--- src/rtl/lcd_char_controller.sv ---
// lcd_char_controller: drives an HD44780-style character LCD over its 4-bit bus.
// Runs the power-up init sequence, then accepts one command strobe at a time
// (clear > home > set_pos > write_char) and tracks the cursor position.
//
// Ports:
//   i_clk, i_rst                    clock, synchronous active-high reset
//   i_char, i_write_char            character code and write strobe
//   i_home, i_clear, i_set_pos      command strobes
//   i_pos_line, i_pos_col           set_pos target (clamped to LINES-1 / COLS-1)
//   o_db, o_rs, o_enable            LCD DB7..DB4 (o_db[0] = DB4), RS, E
//   o_ready                         idle, one strobe will be accepted
//   o_cursor_line, o_cursor_col     tracked cursor position
//
// Optional feature: define LCD_AUTO_WRAP_EN to wrap to the next line (and send
// the matching DDRAM address) when a write fills the last column.
module lcd_char_controller #(
  parameter int unsigned CLK_MHZ  = 50,
  parameter int unsigned POWER_MS = 130,
  parameter int unsigned WAKE_MS  = 10,
  parameter int unsigned EN_US    = 1,
  parameter int unsigned EXEC_US  = 50,
  parameter int unsigned CLEAR_MS = 2,
  parameter int unsigned LINES    = 2,
  parameter int unsigned COLS     = 16
) (
  input  logic       i_clk,
  input  logic       i_rst,
  input  logic [7:0] i_char,
  input  logic       i_write_char,
  input  logic       i_home,
  input  logic       i_clear,
  input  logic       i_set_pos,
  input  logic [1:0] i_pos_line,
  input  logic [5:0] i_pos_col,
  output logic [3:0] o_db,
  output logic       o_rs,
  output logic       o_enable,
  output logic       o_ready,
  output logic [1:0] o_cursor_line,
  output logic [5:0] o_cursor_col
);

  localparam int unsigned PowerCyc = CLK_MHZ * POWER_MS * 1000;
  localparam int unsigned WakeCyc  = CLK_MHZ * WAKE_MS * 1000;
  localparam int unsigned EnCyc    = CLK_MHZ * EN_US;
  localparam int unsigned ExecCyc  = CLK_MHZ * EXEC_US;
  localparam int unsigned ClearCyc = CLK_MHZ * CLEAR_MS * 1000;

  localparam logic [1:0] LastLine = 2'(LINES - 1);
  localparam logic [5:0] LastCol  = 6'(COLS - 1);
  localparam logic [5:0] ColsW    = 6'(COLS);
  localparam logic [6:0] Base2    = 7'(COLS);
  localparam logic [6:0] Base3    = 7'(64 + COLS);
  localparam logic [7:0] FuncSet  = (LINES == 1) ? 8'h20 : 8'h28;

  typedef enum logic [2:0] {
    StPowerWait, StInitStep, StLoad, StSetup, StEnHi, StEnLo, StWait, StReady
  } state_e;

  typedef enum logic [1:0] {OpChar, OpClear, OpHome, OpPos} op_e;

  state_e      r_state, w_state_next;
  op_e         r_op, w_op_next;
  logic [31:0] r_cnt, w_cnt_next;
  logic [31:0] r_wait_cyc, w_wait_cyc_next;
  logic [7:0]  r_byte, w_byte_next;
  logic        r_rs, w_rs_next;
  logic        r_hi, w_hi_next;           // currently presenting the high nibble
  logic        r_nib_only, w_nib_only_next; // wakeup steps send the high nibble only
  logic [2:0]  r_init_idx, w_init_idx_next;
  logic        r_init_done, w_init_done_next;
  logic [7:0]  r_char, w_char_next;
  logic [1:0]  r_tgt_line, w_tgt_line_next;
  logic [5:0]  r_tgt_col, w_tgt_col_next;
  logic [1:0]  r_cur_line, w_cur_line_next;
  logic [5:0]  r_cur_col, w_cur_col_next;

  logic [1:0]  w_line_clamp;
  logic [5:0]  w_col_clamp;
  logic [6:0]  w_base;
  logic [6:0]  w_addr;
  logic [5:0]  w_col_inc;

  assign w_line_clamp = (i_pos_line > LastLine) ? LastLine : i_pos_line;
  assign w_col_clamp  = (i_pos_col > LastCol) ? LastCol : i_pos_col;
  assign w_col_inc    = r_cur_col + 6'd1;
  assign w_addr       = w_base + {1'b0, r_tgt_col};

`ifdef LCD_AUTO_WRAP_EN
  logic [1:0] w_line_inc;
  assign w_line_inc = (r_cur_line == LastLine) ? 2'd0 : r_cur_line + 2'd1;
`endif

  always_comb begin
    w_base = 7'h00;
    unique case (r_tgt_line)
      2'd0: w_base = 7'h00;
      2'd1: w_base = 7'h40;
      2'd2: w_base = Base2;
      2'd3: w_base = Base3;
      default: w_base = 7'h00;
    endcase
  end

  assign o_db          = r_hi ? r_byte[7:4] : r_byte[3:0];
  assign o_rs          = r_rs;
  assign o_enable      = (r_state == StEnHi);
  assign o_ready       = (r_state == StReady);
  assign o_cursor_line = r_cur_line;
  assign o_cursor_col  = r_cur_col;

  always_comb begin
    w_state_next     = r_state;
    w_op_next        = r_op;
    w_cnt_next       = r_cnt;
    w_wait_cyc_next  = r_wait_cyc;
    w_byte_next      = r_byte;
    w_rs_next        = r_rs;
    w_hi_next        = r_hi;
    w_nib_only_next  = r_nib_only;
    w_init_idx_next  = r_init_idx;
    w_init_done_next = r_init_done;
    w_char_next      = r_char;
    w_tgt_line_next  = r_tgt_line;
    w_tgt_col_next   = r_tgt_col;
    w_cur_line_next  = r_cur_line;
    w_cur_col_next   = r_cur_col;

    case (r_state)
      StPowerWait: begin
        if (r_cnt == PowerCyc - 1) begin
          w_cnt_next   = '0;
          w_state_next = StInitStep;
        end else begin
          w_cnt_next = r_cnt + 32'd1;
        end
      end

      StInitStep: begin
        w_hi_next       = 1'b1;
        w_rs_next       = 1'b0;
        w_nib_only_next = 1'b0;
        w_cnt_next      = '0;
        w_state_next    = StSetup;
        case (r_init_idx)
          3'd0, 3'd1, 3'd2: begin
            w_byte_next = 8'h30; w_nib_only_next = 1'b1; w_wait_cyc_next = WakeCyc;
          end
          3'd3: begin
            w_byte_next = 8'h20; w_nib_only_next = 1'b1; w_wait_cyc_next = ExecCyc;
          end
          3'd4:    begin w_byte_next = FuncSet; w_wait_cyc_next = ExecCyc;  end
          3'd5:    begin w_byte_next = 8'h0C;   w_wait_cyc_next = ExecCyc;  end
          3'd6:    begin w_byte_next = 8'h01;   w_wait_cyc_next = ClearCyc; end
          default: begin w_byte_next = 8'h06;   w_wait_cyc_next = ExecCyc;  end
        endcase
      end

      // One cycle between accept and the bus: builds the byte from latched operands.
      StLoad: begin
        w_hi_next       = 1'b1;
        w_nib_only_next = 1'b0;
        w_cnt_next      = '0;
        w_rs_next       = 1'b0;
        w_wait_cyc_next = ExecCyc;
        w_state_next    = StSetup;
        unique case (r_op)
          OpChar: begin
            w_byte_next = r_char;
            w_rs_next   = 1'b1;
          end
          OpClear, OpHome: begin
            w_byte_next     = (r_op == OpClear) ? 8'h01 : 8'h02;
            w_wait_cyc_next = ClearCyc;
            w_cur_line_next = 2'd0;
            w_cur_col_next  = 6'd0;
          end
          default: begin
            w_byte_next     = {1'b1, w_addr};
            w_cur_line_next = r_tgt_line;
            w_cur_col_next  = r_tgt_col;
          end
        endcase
      end

      StSetup: begin
        w_cnt_next   = '0;
        w_state_next = StEnHi;
      end

      StEnHi: begin
        if (r_cnt == EnCyc - 1) begin
          w_cnt_next   = '0;
          w_state_next = StEnLo;
        end else begin
          w_cnt_next = r_cnt + 32'd1;
        end
      end

      StEnLo: begin
        if (r_cnt == EnCyc - 1) begin
          w_cnt_next = '0;
          if (r_hi && !r_nib_only) begin
            w_hi_next    = 1'b0;
            w_state_next = StSetup;
          end else begin
            w_state_next = StWait;
          end
        end else begin
          w_cnt_next = r_cnt + 32'd1;
        end
      end

      StWait: begin
        if (r_cnt == r_wait_cyc - 32'd1) begin
          w_cnt_next = '0;
          if (!r_init_done) begin
            if (r_init_idx == 3'd7) begin
              w_init_done_next = 1'b1;
              w_state_next     = StReady;
            end else begin
              w_init_idx_next = r_init_idx + 3'd1;
              w_state_next    = StInitStep;
            end
          end else if (r_op == OpChar) begin
`ifdef LCD_AUTO_WRAP_EN
            if (w_col_inc >= ColsW) begin
              // Move to the next line and re-address the LCD before going idle.
              w_cur_line_next = w_line_inc;
              w_cur_col_next  = 6'd0;
              w_tgt_line_next = w_line_inc;
              w_tgt_col_next  = 6'd0;
              w_op_next       = OpPos;
              w_state_next    = StLoad;
            end else begin
              w_cur_col_next = w_col_inc;
              w_state_next   = StReady;
            end
`else
            if (r_cur_col < ColsW) w_cur_col_next = w_col_inc;
            w_state_next = StReady;
`endif
          end else begin
            w_state_next = StReady;
          end
        end else begin
          w_cnt_next = r_cnt + 32'd1;
        end
      end

      StReady: begin
        if (i_clear) begin
          w_op_next    = OpClear;
          w_state_next = StLoad;
        end else if (i_home) begin
          w_op_next    = OpHome;
          w_state_next = StLoad;
        end else if (i_set_pos) begin
          w_op_next       = OpPos;
          w_tgt_line_next = w_line_clamp;
          w_tgt_col_next  = w_col_clamp;
          w_state_next    = StLoad;
        end else if (i_write_char) begin
          w_op_next    = OpChar;
          w_char_next  = i_char;
          w_state_next = StLoad;
        end
      end

      default: w_state_next = StPowerWait;
    endcase
  end

  always_ff @(posedge i_clk) begin
    if (i_rst) begin
      r_state     <= StPowerWait;
      r_op        <= OpChar;
      r_cnt       <= '0;
      r_wait_cyc  <= '0;
      r_byte      <= '0;
      r_rs        <= 1'b0;
      r_hi        <= 1'b0;
      r_nib_only  <= 1'b0;
      r_init_idx  <= '0;
      r_init_done <= 1'b0;
      r_char      <= '0;
      r_tgt_line  <= '0;
      r_tgt_col   <= '0;
      r_cur_line  <= '0;
      r_cur_col   <= '0;
    end else begin
      r_state     <= w_state_next;
      r_op        <= w_op_next;
      r_cnt       <= w_cnt_next;
      r_wait_cyc  <= w_wait_cyc_next;
      r_byte      <= w_byte_next;
      r_rs        <= w_rs_next;
      r_hi        <= w_hi_next;
      r_nib_only  <= w_nib_only_next;
      r_init_idx  <= w_init_idx_next;
      r_init_done <= w_init_done_next;
      r_char      <= w_char_next;
      r_tgt_line  <= w_tgt_line_next;
      r_tgt_col   <= w_tgt_col_next;
      r_cur_line  <= w_cur_line_next;
      r_cur_col   <= w_cur_col_next;
    end
  end

endmodule

--- config.mk ---
export PLATFORM = sky130hd
export DESIGN_NAME = lcd_char_controller
export DESIGN_NICKNAME = d
export VERILOG_FILES = /design/src/rtl/lcd_char_controller.sv
export SDC_FILE = /design/constraint.sdc
export NUM_CORES = 1
export LEC_CHECK = 0
export CORE_MARGIN = 2
export CORE_UTILIZATION = 30
export CTS_CLUSTER_DIAMETER = 60
export DETAILED_ROUTE_END_ITERATION = 12
export HOLD_SLACK_MARGIN = 0.12
export MAX_ROUTING_LAYER = met4
export SYNTH_ARGS = -nofsm -noshare
export SYNTH_HDL_FRONTEND = slang
export SYNTH_SLANG_ARGS = --single-unit
--- constraint.sdc ---
create_clock -name i_clk -period 6 [get_ports i_clk]
set_clock_uncertainty 0.2 [all_clocks]
set_input_delay 0.9 -clock i_clk [delete_from_list [all_inputs] [get_ports i_clk]]
set_output_delay 0.9 -clock i_clk [all_outputs]
set_load 0.005 [all_outputs]
==> impl_metrics.csv <==
group,metric,value,unit
place,gp_congestion,0.8569,
cts,cts.sinks,82,
detailed_routing,wire_per_inst,14.87,um
setup_path,cp-endpoint,"r_cnt[5]",
timing,relSlewSlack,0.3219,
floorplan,num_rows,47,
setup_path,worstRegToRegCells,10,
pwr,switching_share,0.3686,
synthesis,synth_cells,631,
setup_path,r2r_slack,1780,ps
setup_path,criticalPathCategory,"register to register",
place,hpwl,8999,um
pwr,ir_worst_vdd,156.6,uV
pwr,switchingPower,0.6683,mW
setup_path,cp-start-kind,"register",
floorplan,core-area,0.01641,mm^2
cts,cts_hold_buf,0,
pwr,internal_power,1.145,mW
pwr,combPwrFrac,0.337,
detailed_routing,wirelength,12720,um
detailed_routing,antenna_left,0,
detailed_routing,first_iter_violations,361,
pwr,total_power,1.813,mW
grt,grt_pass1_wl,21230,um
cts,cts_tree,"done",
grt,met2_usage,0.2334,
pwr,power_frac_clock,0.291,
detailed_routing,viasPerCell,5.345,
synthesis,synth_edf_count,0,
synthesis,async_flop_share,0,
grt,grt-ovfl-total,0,
setup_path,reg2reg_from,"r_wait_cyc[16]",
timing,fmax,236.8,MHz
detailed_routing,drc_errors,0,
timing,drv_slew,0,
floorplan,die-area,0.01765,mm^2
grt,grt_pass1_vias,4094,
setup_path,critPathCaptureType,"register",
pwr,sequentialPowerShare,0.373,
synthesis,synth_seq_area_share,0.3296,
timing,min_period,4222,ps
timing,whs,255.5,ps
timing,tightest_slew,1014,ps
grt,use_met3,0.02797,
grt,grtUsageMet1,0.2020,
cts,cts_setup_buffers,0,
cts,clk_path_buf_depth,2,
grt,grt_usage,0.1493,
floorplan,fp.dieH,132.8,um
pwr,power_density,317.1,mW/mm^2
setup_path,cp_max_fo,30,
synthesis,yosysWarnings,0,
timing,setup-tns-final,0,ps
worst_hold_path,hold_path_class,"register to register",
timing,setup_violations,0,
setup_path,critPathLaunch,"r_wait_cyc[16]",
finish,layout_commonest_cell,"dfxtp_1",
synthesis,synth_ff_type,"dfxtp_1",
synthesis,synth_cell_types,63,
floorplan,dieWidth,132.8,um
cts,path_clk_slew,60,ps
setup_path,crit_required,6030,ps
synthesis,syn_area_per_cell,7.892,um^2
run_status,outcome,"finished clean",
finish,layout.nets,667,
cts,cts_max_level,3,
setup_path,arrival,4250,ps
finish,register_area,0.001642,mm^2
synthesis,synth_seq_cells,82,
setup_path,r2r_end,"r_cnt[5]",
finish,multi_input_comb_area,0.003064,mm^2
finish,drive_above_1_share,0.08189,
pwr,p_leak,2.126,nW
finish,antenna_cells,0,
synthesis,syn-num-nets,668,
cts,post_cts_resized,0,
cts,cts-buffers-inserted,9,
detailed_routing,vias,4570,
job,cap_violations,0,
floorplan,start_util,0.3035,
finish,n_fill_cell,1725,
finish,area_delta_synth_final,14.82,%
floorplan,io-pin-count,37,
timing,fin_crit_sh,0.7037,
timing,rsz0062_at_grt,"false",
grt,grt.busiest_layer,"met2",
place,io_buffers,36,
grt,grt_max_degree,43,
cts,clk_latency,350,ps
finish,final_cell_mix,"dfxtp_1, nand2_1, nor2_1",
synthesis,syn_area,0.004980,mm^2
timing,hold_viol_final,0,
grt,antenna_found_initial,0,
detailed_routing,dr.pass1.iters,4,
cts,clock-root-buffer,"clkbuf_16",
## cell type report
| type | count | area share |
|---|---|---|
| inverter | 17 | 0.01116 |
| tap | 220 | 0.04814 |
| multi-input combinational | 479 | 0.5359 |
| clock buffer | 10 | 0.04004 |
| timing repair buffer | 41 | 0.06871 |
| clock inverter | 6 | 0.008972 |
| sequential | 82 | 0.2871 |
## state kept, by name (all words and copies together) (netlist names)
name	count
r_cnt	32
o_rs	1
o_cursor_line	2
o_cursor_col	6
r_state	3
r_hi	1
r_tgt_line	2
r_byte	8
r_char	8
r_op	2
r_nib_only	1
r_tgt_col	6
r_init_idx	3
r_init_done	1
r_wait_cyc	6
## per-layer routing
layer | routed length (um) | vias to the layer above
li1 | - | 2328
met1 | 6213 | 2142
met2 | 5958 | 97
met3 | 512 | 3
met4 | 31 | 0
met5 | 0 | -
## worst min-delay path by stage
stage	from	endpoint	depth (start not counted)
floorplan	r_nib_only	r_nib_only	2
detailed placement	r_nib_only	r_nib_only	2
global placement	r_nib_only	r_nib_only	2
global route	r_nib_only	r_nib_only	2
CTS	r_nib_only	r_nib_only	2
finish	r_nib_only	r_nib_only	2
## synthesized netlist by cell type (11+ instances only)
| library cell | instances | area (um^2) |
|---|---|---|
| a211oi_1 | 16 | 120.1 |
| a21o_1 | 24 | 180.2 |
| a21oi_1 | 33 | 165.2 |
| a221oi_1 | 26 | 227.7 |
| clkbuf_1 | 44 | 165.2 |
| dfxtp_1 | 82 | 1642 |
| ha_1 | 15 | 187.7 |
| inv_1 | 16 | 60.06 |
| nand2_1 | 57 | 214.0 |
| nand3_1 | 26 | 130.1 |
| nand4_1 | 11 | 68.82 |
| nor2_1 | 56 | 210.2 |
| nor3_1 | 15 | 75.07 |
| o21ai_0 | 29 | 145.1 |
| or2_2 | 16 | 100.1 |
## power groups by stage
stage               clock network [mW]  registers, mW  logic (mW)
global placement                     0          0.686       0.607
finish                           0.527          0.676       0.610
global route                     0.566          0.689       0.675
CTS                              0.544          0.675       0.610
detailed placement                   0          0.687       0.607
floorplan                            0          0.632       0.512
## cell families after synthesis
group,Yosys count,share of synthesized area
compound gates,180,0.2575
xor+xnor,13,0.02286
fa+ha+maj,15,0.03769
buf+inv,70,0.05678
flops,82,0.3296
mux,14,0.02940
simple gates,257,0.2661
## per-stage QoR
stage,setup WS [ps],instance area (um^2),util,std cells
floorplan,2575,4980,-,631
global placement,1883,5438,0.3314,839
detailed placement,1804,5438,0.3314,839
CTS,1781,5718,0.3485,855
global route,1530,5718,0.3485,855
finish,1778,5718,0.3485,855
## critical path: stages, from the launching register on
cell      delay, ps
dfxtp_1         370
inv_1           170
ha_1            360
or4b_1          590
or3_1           400
a211o_1         300
a2111o_1        440
o21ai_2         370
buf_4           390
a21oi_2         150
a221o_1         360
No activity file was read; power rests on OpenSTA's default activity.
